$ cat config.mk
export PLATFORM = sky130hd
export DESIGN_NAME = regbank_sequencer
export DESIGN_NICKNAME = d
export VERILOG_FILES = /design/src/rtl/regbank_sequencer.sv
export SDC_FILE = /design/constraint.sdc
export NUM_CORES = 1
export LEC_CHECK = 0
export CAP_MARGIN = 20
export CORE_ASPECT_RATIO = 0.9
export CORE_UTILIZATION = 39
export CTS_CLUSTER_DIAMETER = 150
export DETAILED_ROUTE_END_ITERATION = 7
export HOLD_SLACK_MARGIN = 0.02
export MAX_ROUTING_LAYER = met4
export PLACE_DENSITY = 0.76
export SLEW_MARGIN = 20
export SYNTH_ARGS = -nofsm -noshare
export SYNTH_HDL_FRONTEND = slang
export SYNTH_SLANG_ARGS = --single-unit
$ cat constraint.sdc
create_clock -name clk -period 1.8 [get_ports clk]
set_clock_uncertainty 0.15 [all_clocks]
set_input_delay 0.18 -clock clk [delete_from_list [all_inputs] [get_ports clk]]
set_output_delay 0.18 -clock clk [all_outputs]
set_load 0.01 [all_outputs]
$ cat src/rtl/regbank_sequencer.sv
// regbank_sequencer
//   Controller for the A/B/C load-register and output-mux datapath.
//   Load commands (op 00/01/10) latch cmd_data into data_a/b/c and pulse the
//   matching ld_x for LD_PULSE cycles. A dump command (op 11) walks
//   output_sel through 00, 01, 10. For each step it waits SETTLE_CYCLES,
//   captures dp_data_in and hands the word out on a valid/ready port,
//   tagged with its source.
//
//   Optional feature macro: SEQ_READBACK_EN
//     When defined, each load is followed by a VERIFY window. In that window
//     the loaded register is selected and read back. Any mismatch sets the
//     sticky output rb_err.
//
// Ports
//   clk, rst            clock; asynchronous active-high reset
//   cmd_valid/ready     command handshake; cmd_op, cmd_data carry the command
//   ld_a, ld_b, ld_c    datapath load enables
//   data_a/b/c          datapath load data
//   output_sel          datapath mux select (11 = idle / nothing selected)
//   dp_data_in          datapath data_out feedback
//   out_valid/ready     dump word handshake; out_data, out_tag carry the word
//   busy                controller not idle
//   rb_err              readback mismatch seen (SEQ_READBACK_EN only)
module regbank_sequencer #(
  parameter int LD_PULSE      = 1,
  parameter int SETTLE_CYCLES = 1
) (
  input  logic        clk,
  input  logic        rst,
  input  logic        cmd_valid,
  output logic        cmd_ready,
  input  logic [1:0]  cmd_op,
  input  logic [15:0] cmd_data,
  output logic        ld_a,
  output logic        ld_b,
  output logic        ld_c,
  output logic [7:0]  data_a,
  output logic [7:0]  data_b,
  output logic [15:0] data_c,
  output logic [1:0]  output_sel,
  input  logic [15:0] dp_data_in,
  output logic        out_valid,
  input  logic        out_ready,
  output logic [15:0] out_data,
  output logic [1:0]  out_tag,
`ifdef SEQ_READBACK_EN
  output logic        rb_err,
`endif
  output logic        busy
);

  localparam int MAX_CNT = (LD_PULSE > SETTLE_CYCLES) ? LD_PULSE : SETTLE_CYCLES;
  localparam int CNT_W   = $clog2(MAX_CNT + 1);
  localparam logic [CNT_W-1:0] LD_LAST  = CNT_W'(LD_PULSE - 1);
  localparam logic [CNT_W-1:0] SET_LAST = CNT_W'(SETTLE_CYCLES - 1);

`ifdef SEQ_READBACK_EN
  typedef enum logic [2:0] {S_IDLE, S_LOAD, S_SEL, S_WAIT_OUT, S_VERIFY} state_t;
`else
  typedef enum logic [1:0] {S_IDLE, S_LOAD, S_SEL, S_WAIT_OUT} state_t;
`endif

  state_t             state_q, state_d;
  logic [CNT_W-1:0]   cnt_q, cnt_d;
  logic               cmd_ready_q, cmd_ready_d;
  logic [2:0]         ld_q, ld_d;            // {c, b, a}
  logic [7:0]         data_a_q, data_a_d;
  logic [7:0]         data_b_q, data_b_d;
  logic [15:0]        data_c_q, data_c_d;
  logic [1:0]         sel_q, sel_d;
  logic               out_valid_q, out_valid_d;
  logic [15:0]        out_data_q, out_data_d;
  logic [1:0]         out_tag_q, out_tag_d;
  logic               busy_q, busy_d;
`ifdef SEQ_READBACK_EN
  logic               rb_err_q, rb_err_d;
  logic [15:0]        rb_expect;

  // Value the datapath should present for the register being verified.
  always_comb begin
    rb_expect = 16'h0000;
    case (sel_q)
      2'b00:   rb_expect = {8'h00, data_a_q};
      2'b01:   rb_expect = {8'h00, data_b_q};
      2'b10:   rb_expect = data_c_q;
      default: rb_expect = 16'h0000;
    endcase
  end
`endif

  always_ff @(posedge clk or posedge rst) begin
    if (rst) begin
      state_q     <= S_IDLE;
      cnt_q       <= '0;
      cmd_ready_q <= 1'b0;
      ld_q        <= 3'b000;
      data_a_q    <= 8'h00;
      data_b_q    <= 8'h00;
      data_c_q    <= 16'h0000;
      sel_q       <= 2'b11;
      out_valid_q <= 1'b0;
      out_data_q  <= 16'h0000;
      out_tag_q   <= 2'b00;
      busy_q      <= 1'b0;
`ifdef SEQ_READBACK_EN
      rb_err_q    <= 1'b0;
`endif
    end else begin
      state_q     <= state_d;
      cnt_q       <= cnt_d;
      cmd_ready_q <= cmd_ready_d;
      ld_q        <= ld_d;
      data_a_q    <= data_a_d;
      data_b_q    <= data_b_d;
      data_c_q    <= data_c_d;
      sel_q       <= sel_d;
      out_valid_q <= out_valid_d;
      out_data_q  <= out_data_d;
      out_tag_q   <= out_tag_d;
      busy_q      <= busy_d;
`ifdef SEQ_READBACK_EN
      rb_err_q    <= rb_err_d;
`endif
    end
  end

  always_comb begin
    state_d     = state_q;
    cnt_d       = cnt_q;
    cmd_ready_d = cmd_ready_q;
    ld_d        = ld_q;
    data_a_d    = data_a_q;
    data_b_d    = data_b_q;
    data_c_d    = data_c_q;
    sel_d       = sel_q;
    out_valid_d = out_valid_q;
    out_data_d  = out_data_q;
    out_tag_d   = out_tag_q;
`ifdef SEQ_READBACK_EN
    rb_err_d    = rb_err_q;
`endif

    case (state_q)
      S_IDLE: begin
        // cmd_ready comes up one edge after reset release and stays up here.
        cmd_ready_d = 1'b1;
        if (cmd_valid && cmd_ready_q) begin
          cmd_ready_d = 1'b0;
          cnt_d       = '0;
          if (cmd_op == 2'b11) begin
            sel_d   = 2'b00;
            state_d = S_SEL;
          end else begin
            ld_d    = 3'b001 << cmd_op;
            state_d = S_LOAD;
            case (cmd_op)
              2'b00:   data_a_d = cmd_data[7:0];
              2'b01:   data_b_d = cmd_data[7:0];
              default: data_c_d = cmd_data;
            endcase
          end
        end
      end

      S_LOAD: begin
        if (cnt_q == LD_LAST) begin
          ld_d = 3'b000;
`ifdef SEQ_READBACK_EN
          // ld_q is still one-hot here, so it names the register to read back.
          sel_d   = {ld_q[2], ld_q[1]};
          cnt_d   = '0;
          state_d = S_VERIFY;
`else
          cmd_ready_d = 1'b1;
          state_d     = S_IDLE;
`endif
        end else begin
          cnt_d = cnt_q + 1'b1;
        end
      end

`ifdef SEQ_READBACK_EN
      S_VERIFY: begin
        if (cnt_q == SET_LAST) begin
          if (dp_data_in != rb_expect) rb_err_d = 1'b1;
          sel_d       = 2'b11;
          cmd_ready_d = 1'b1;
          state_d     = S_IDLE;
        end else begin
          cnt_d = cnt_q + 1'b1;
        end
      end
`endif

      S_SEL: begin
        if (cnt_q == SET_LAST) begin
          out_data_d  = dp_data_in;
          out_tag_d   = sel_q;
          out_valid_d = 1'b1;
          state_d     = S_WAIT_OUT;
        end else begin
          cnt_d = cnt_q + 1'b1;
        end
      end

      S_WAIT_OUT: begin
        if (out_ready) begin
          out_valid_d = 1'b0;
          if (sel_q == 2'b10) begin
            sel_d       = 2'b11;
            cmd_ready_d = 1'b1;
            state_d     = S_IDLE;
          end else begin
            sel_d   = sel_q + 2'd1;
            cnt_d   = '0;
            state_d = S_SEL;
          end
        end
      end

      default: state_d = S_IDLE;
    endcase

    busy_d = (state_d != S_IDLE);
  end

  assign cmd_ready  = cmd_ready_q;
  assign ld_a       = ld_q[0];
  assign ld_b       = ld_q[1];
  assign ld_c       = ld_q[2];
  assign data_a     = data_a_q;
  assign data_b     = data_b_q;
  assign data_c     = data_c_q;
  assign output_sel = sel_q;
  assign out_valid  = out_valid_q;
  assign out_data   = out_data_q;
  assign out_tag    = out_tag_q;
  assign busy       = busy_q;
`ifdef SEQ_READBACK_EN
  assign rb_err     = rb_err_q;
`endif

endmodule

; ---- Word level (Yosys, flattened, before mapping)
; Cells that the tools add are included.
; W data, S select, Z words.
[totals]
wordCells = 79
out_inout_bits = 58
reg_bits = 61
inputBits = 38
[classes]
muxes = 28
n_addsub = 2
n_shift = 1
n_bitwise = 3
eq_ne = 14
n_reduce_logical = 19
[ops]
columns = cell, n
row1 = $reduce_and A4 Y1, 6
row2 = $mux W2, 10
row3 = $ne A2 B2 Y1 const B, 8
row4 = $mux W1, 9
row5 = $mux W3, 3
row6 = $eq A2 B2 Y1 const B, 4
row7 = $pmux W2 S4, 1
row8 = $reduce_bool A2 Y1, 4
row9 = $pmux W1 S3, 2
row10 = $pmux W3 S2, 1
row11 = $reduce_and A3 Y1, 2
row12 = $eq A2 B1 Y1 const B, 2
row13 = $logic_not A2 Y1, 2
row14 = $pmux W2 S2, 1
row15 = $reduce_or A2 Y1, 2
row16 = $not A1 Y1, 3
row17 = $reduce_bool A3 Y1, 1
row18 = $shl A1 B2 Y3 const A, 1
row19 = $add A2 B1 Y2 const B, 1
row20 = $pmux W1 S2, 1
row21 = $reduce_and A2 Y1, 1
row22 = $add A1 B1 Y1 const B, 1
row23 = $logic_and A1 B1 Y1, 1

; ---- Depth between registers and ports, before layout
[logic_depth]
word_depth = 5
mapped_depth = 5
ltp_nobuf = 5

; ---- Least setup slack after synthesis
; Ideal clock, no wire load.
[synth_path]
path_kind = reg-to-reg
startpoint = register cmd_ready_q, in the netlist cmd_ready
endpoint = register data_c_q[0], in the netlist data_c[0]
path_slack_ns = 0.207
path_buffers = 2
t_required_ns = 1.525
setup_ns = 0.125
stages_incl_launch_ff = 6
arrival_time_ns = 1.317
synth_period_minus_slack_ns = 1.593
cell_sequence = dfrtp_1 -> and2_1 -> buf_4 -> nand4b_4 -> buf_6 -> mux2_4
[synth_via]
elab_chain_len = 2
[synth_rtl]
columns = item, line_no
row1 = start: declaration, 65  ; logic cmd_ready_q, cmd_ready_d;
row2 = start signal: assignment, 111  ; cmd_ready_q <= cmd_ready_d;
row3 = $logic_and A1 B1 Y1, 147  ; if (cmd_valid && cmd_ready_q) begin
row4 = $reduce_and A4 Y1 (no line), n/a
row5 = end signal: assignment, 115  ; data_c_q <= data_c_d;
row6 = end: declaration, 69  ; logic [15:0] data_c_q, data_c_d;
; Every way passes these cells.
; A chain may end at the register's enable or synchronous reset.

; ---- Worst setup path in the final report
[layout_path]
startpoint = register sel_q[0], in the netlist output_sel[0]
endpoint = output port output_sel[0]
[layout_rtl]
columns = item, line_no
row1 = start: declaration, 70  ; logic [1:0] sel_q, sel_d;
row2 = start signal: assignment, 116  ; sel_q <= sel_d;
row3 = end: declaration, 40  ; output logic [1:0] output_sel,
; No word-level cell between the ends.

==> results.yml <==
place:
  dp_slack_ps: -14.99
  post-place-cells: 328
  place.gp.congestion: 0.7495
  dp_hpwl_um: 3658
  io_buffers: 95
yosys:
  synth_seq_cells: 60
  synth_edf_count: 0
  syn_inst: 158
  syn_nets: 197
  synth.area.top_cells: "dfrtp_1 60%, mux2_2 19%, mux2_4 5.5%"
  netlist_area_sq_um: 2439
  synth_common_cells: "58 x dfrtp_1, 41 x mux2_2, 9 x mux2_4"
  synth_top_area_share_pct: 59.52
  yosysWarnings: 0
  synth_cell_types: 29
  synth_seq_area_share_pct: 61.67
  ys.flop_type: "dfrtp_1"
  ys_async_sr_fraction_pct: 100.0
  yosysTopAreaCell: "dfrtp_1"
  syn-mean-instance-area_sq_um: 15.43
  yosysMostFrequentCell: "dfrtp_1"
worst_setup_path:
  cp.required_ps: 1470
  critPathKind: "reg -> out"
  cp_top_family: "flip-flops"
  critPathMaxFanout: 4
  startpoint: "output_sel[0]$_DFFE_PP1P_"
  worstPathCellList: "clkdlybuf4s50_1"
  critPathLaunchType: "register"
  crit_buf_inv: 1
  cpPeakStageDelay_ps: 550
  crit_arrival_ps: 1420
  endpoint_kind: "output pin"
  r2r_start: "cmd_ready$_DFFE_PP0P_"
  slowest_stage: "dfstp_2"
power:
  p_clk_share_pct: 15.6
  power.share.sequential_pct: 37.5
  switching_share_pct: 30.41
  combinationalPowerShare_pct: 46.9
  p_leak_nw: 1.640
  cellInternalPower_mw: 4.522
  switching_power_mw: 1.976
  ir_worst_vdd_uv: 760.8
  power.density_nw_per_um2: 1747
clock_network:
  cts_tree: "yes"
  worstSkewPairLatency_ps: 320
  cts_setup_buffers: 0
  clockRootBuffer: "clkbuf_8"
  postCtsResizedCells: 0
  htree_levels: 3
  clk_pin_slew_ps: 60
  cts_buffer_depth: 2
  clock_sinks: 60
  cts_buffers: 9
  cts_hold_buf: 0
min_path:
  hold_path.class: "in -> async"
timing:
  hold_ws_ps: 100.7
  setup_slack_ps: 54.32
  final.setup.tns_ps: 0
  rsz0062_at_grt: "no"
  final-setup-viol-count: 0
  worst_slew_pin_slew_ps: 308.6
  fmax_mhz: 572.8
  hold_viol_final: 0
  slew_headroom_pct: 79.17
  slew_viol_final: 0
  min_period_over_period_pct: 96.98
  finalCriticalPeriod_ps: 1746
outcome:
  status: "complete, no violations"
drt:
  wl_per_cell_um: 14.73
  drt_pass1_iterations: 4
  vias: 1674
  dr.first_iter.drc_count: 68
  drt-total-wl_um: 5067
  viasPerCell: 4.866
  drc: 0
  ant_nets: 0
final_layout:
  layout-drive-gt1-share_pct: 29.20
  final_util_pct: 63.53
  stdcell_count: 344
  diodes: 0
  fin_nets: 308
  fill_cells: 469
  area.growth.synth_to_final_pct: 52.54
floorplanning:
  initial_utilization_pct: 41.65
  die_y_um: 77.02
  core_region_area_sq_um: 5856
  io_pins: 96
  fp-row-count: 26
  chipWidth_um: 85.35
  die_area_sq_um: 6573
global_route:
  antenna_found_initial: 0
  grtUsageTotal_pct: 17.46
  grt-ovfl-total: 0
  grt_pass1_vias: 1689
  grt_max_degree: 40
  grt_pass1_wl_um: 8411
flow_run:
  drv_cap: 0
-- area by class of cell --
type                       count  area, sq um  share of cell area [%]
multi-input combinational     87        869.6                   23.38
timing repair buffer         106         1074                   28.86
clock inverter                 2        10.01                  0.2691
sequential                    60         1504                   40.43
inverter                       5        22.52                  0.6054
clock buffer                  14        152.6                   4.104
tap                           70        87.58                   2.355
-- placed cells by master (no fill, tap or decap) --
cell and instances:
buf_12 3, inv_1 4, nor2_1 1, nand4b_4 1, mux2_2 41, clkinvlp_4 1
o21ai_0 3, clkbuf_1 4, nand3_2 1, nand3_1 3, dlymetal6s2s_1 1, dfrtp_1 58
nand2_1 8, a31oi_1 3, o31ai_1 1, nor2_8 1, and4b_1 1, ha_1 1
o211ai_1 2, mux2_4 9, a21oi_1 2, nand4bb_1 1, clkdlybuf4s50_1 94, clkbuf_8 10
o311ai_0 1, a21o_1 1, clkinv_2 2, buf_4 8, and2b_1 1, nand4b_2 1
a22oi_1 1, and2_1 1, dfstp_2 2, a2bb2oi_1 2
-- path summary, 6_finish.rpt --
path	endpoint	slack [ps]	depth (start not counted)
hold reg to reg	out_valid$_DFFE_PP0P_	340	1
hold / removal	data_c[10]$_DFFE_PP0P_	100	3
min in group clk	out_data[11]$_DFFE_PP0P_	310	2
setup / recovery	output_sel[0]	50	1
setup reg to reg	data_b[6]$_DFFE_PP0P_	250	4
max in group asynchronous	output_sel[0]$_DFFE_PP1P_	1080	3
-- kinds of logic (layout without fill, tap and decap cells) --
family,after synthesis,after routing,share of synthesized area (%)
DFF,60,60,61.67
muxes,50,50,24.47
buffers and inverters,11,127,2.668
and+or+nand+nor,20,20,6.259
AOI/OAI and AO/OA,16,16,4.413
adders and majority gates,1,1,0.5130
-- per-layer routing --
layer	vias up	part of all wire (%)	track usage (%)
met5	-	0	-
met4	0	1.2	6.000
met3	6	5.4	6.781
met2	54	48	26.29
met1	825	45	21.54
li1	789	-	-
-- power groups by stage --
| stage | clock [mW] | combinational [mW] | sequential [mW] |
|---|---|---|---|
| 6_report | 1.01 | 3.05 | 2.44 |
| 3_5_place_dp | 0 | 3.08 | 2.46 |
| 2_1_floorplan | 0 | 1.14 | 2.72 |
| 4_1_cts | 1.06 | 3.09 | 2.44 |
| 5_1_grt | 1.12 | 3.26 | 2.53 |
| 3_3_place_gp | 0 | 3.04 | 2.44 |
-- state kept, by name, summed over array words and instances (netlist names), 2 cells and up --
name / cells
data_c: 16
out_data: 16
data_a: 8
data_b: 8
ld_q: 3
out_tag: 2
output_sel: 2
state_q: 2
-- metrics by stage --
step | power, mW | area (sq um)
finish | 6.498 | 3720
global route | 6.906 | 3720
CTS | 6.599 | 3717
detailed placement | 5.541 | 3555
global placement | 5.473 | 3555
floorplan | 3.856 | 2442
Note: power is estimated with default switching activity, not from simulation.
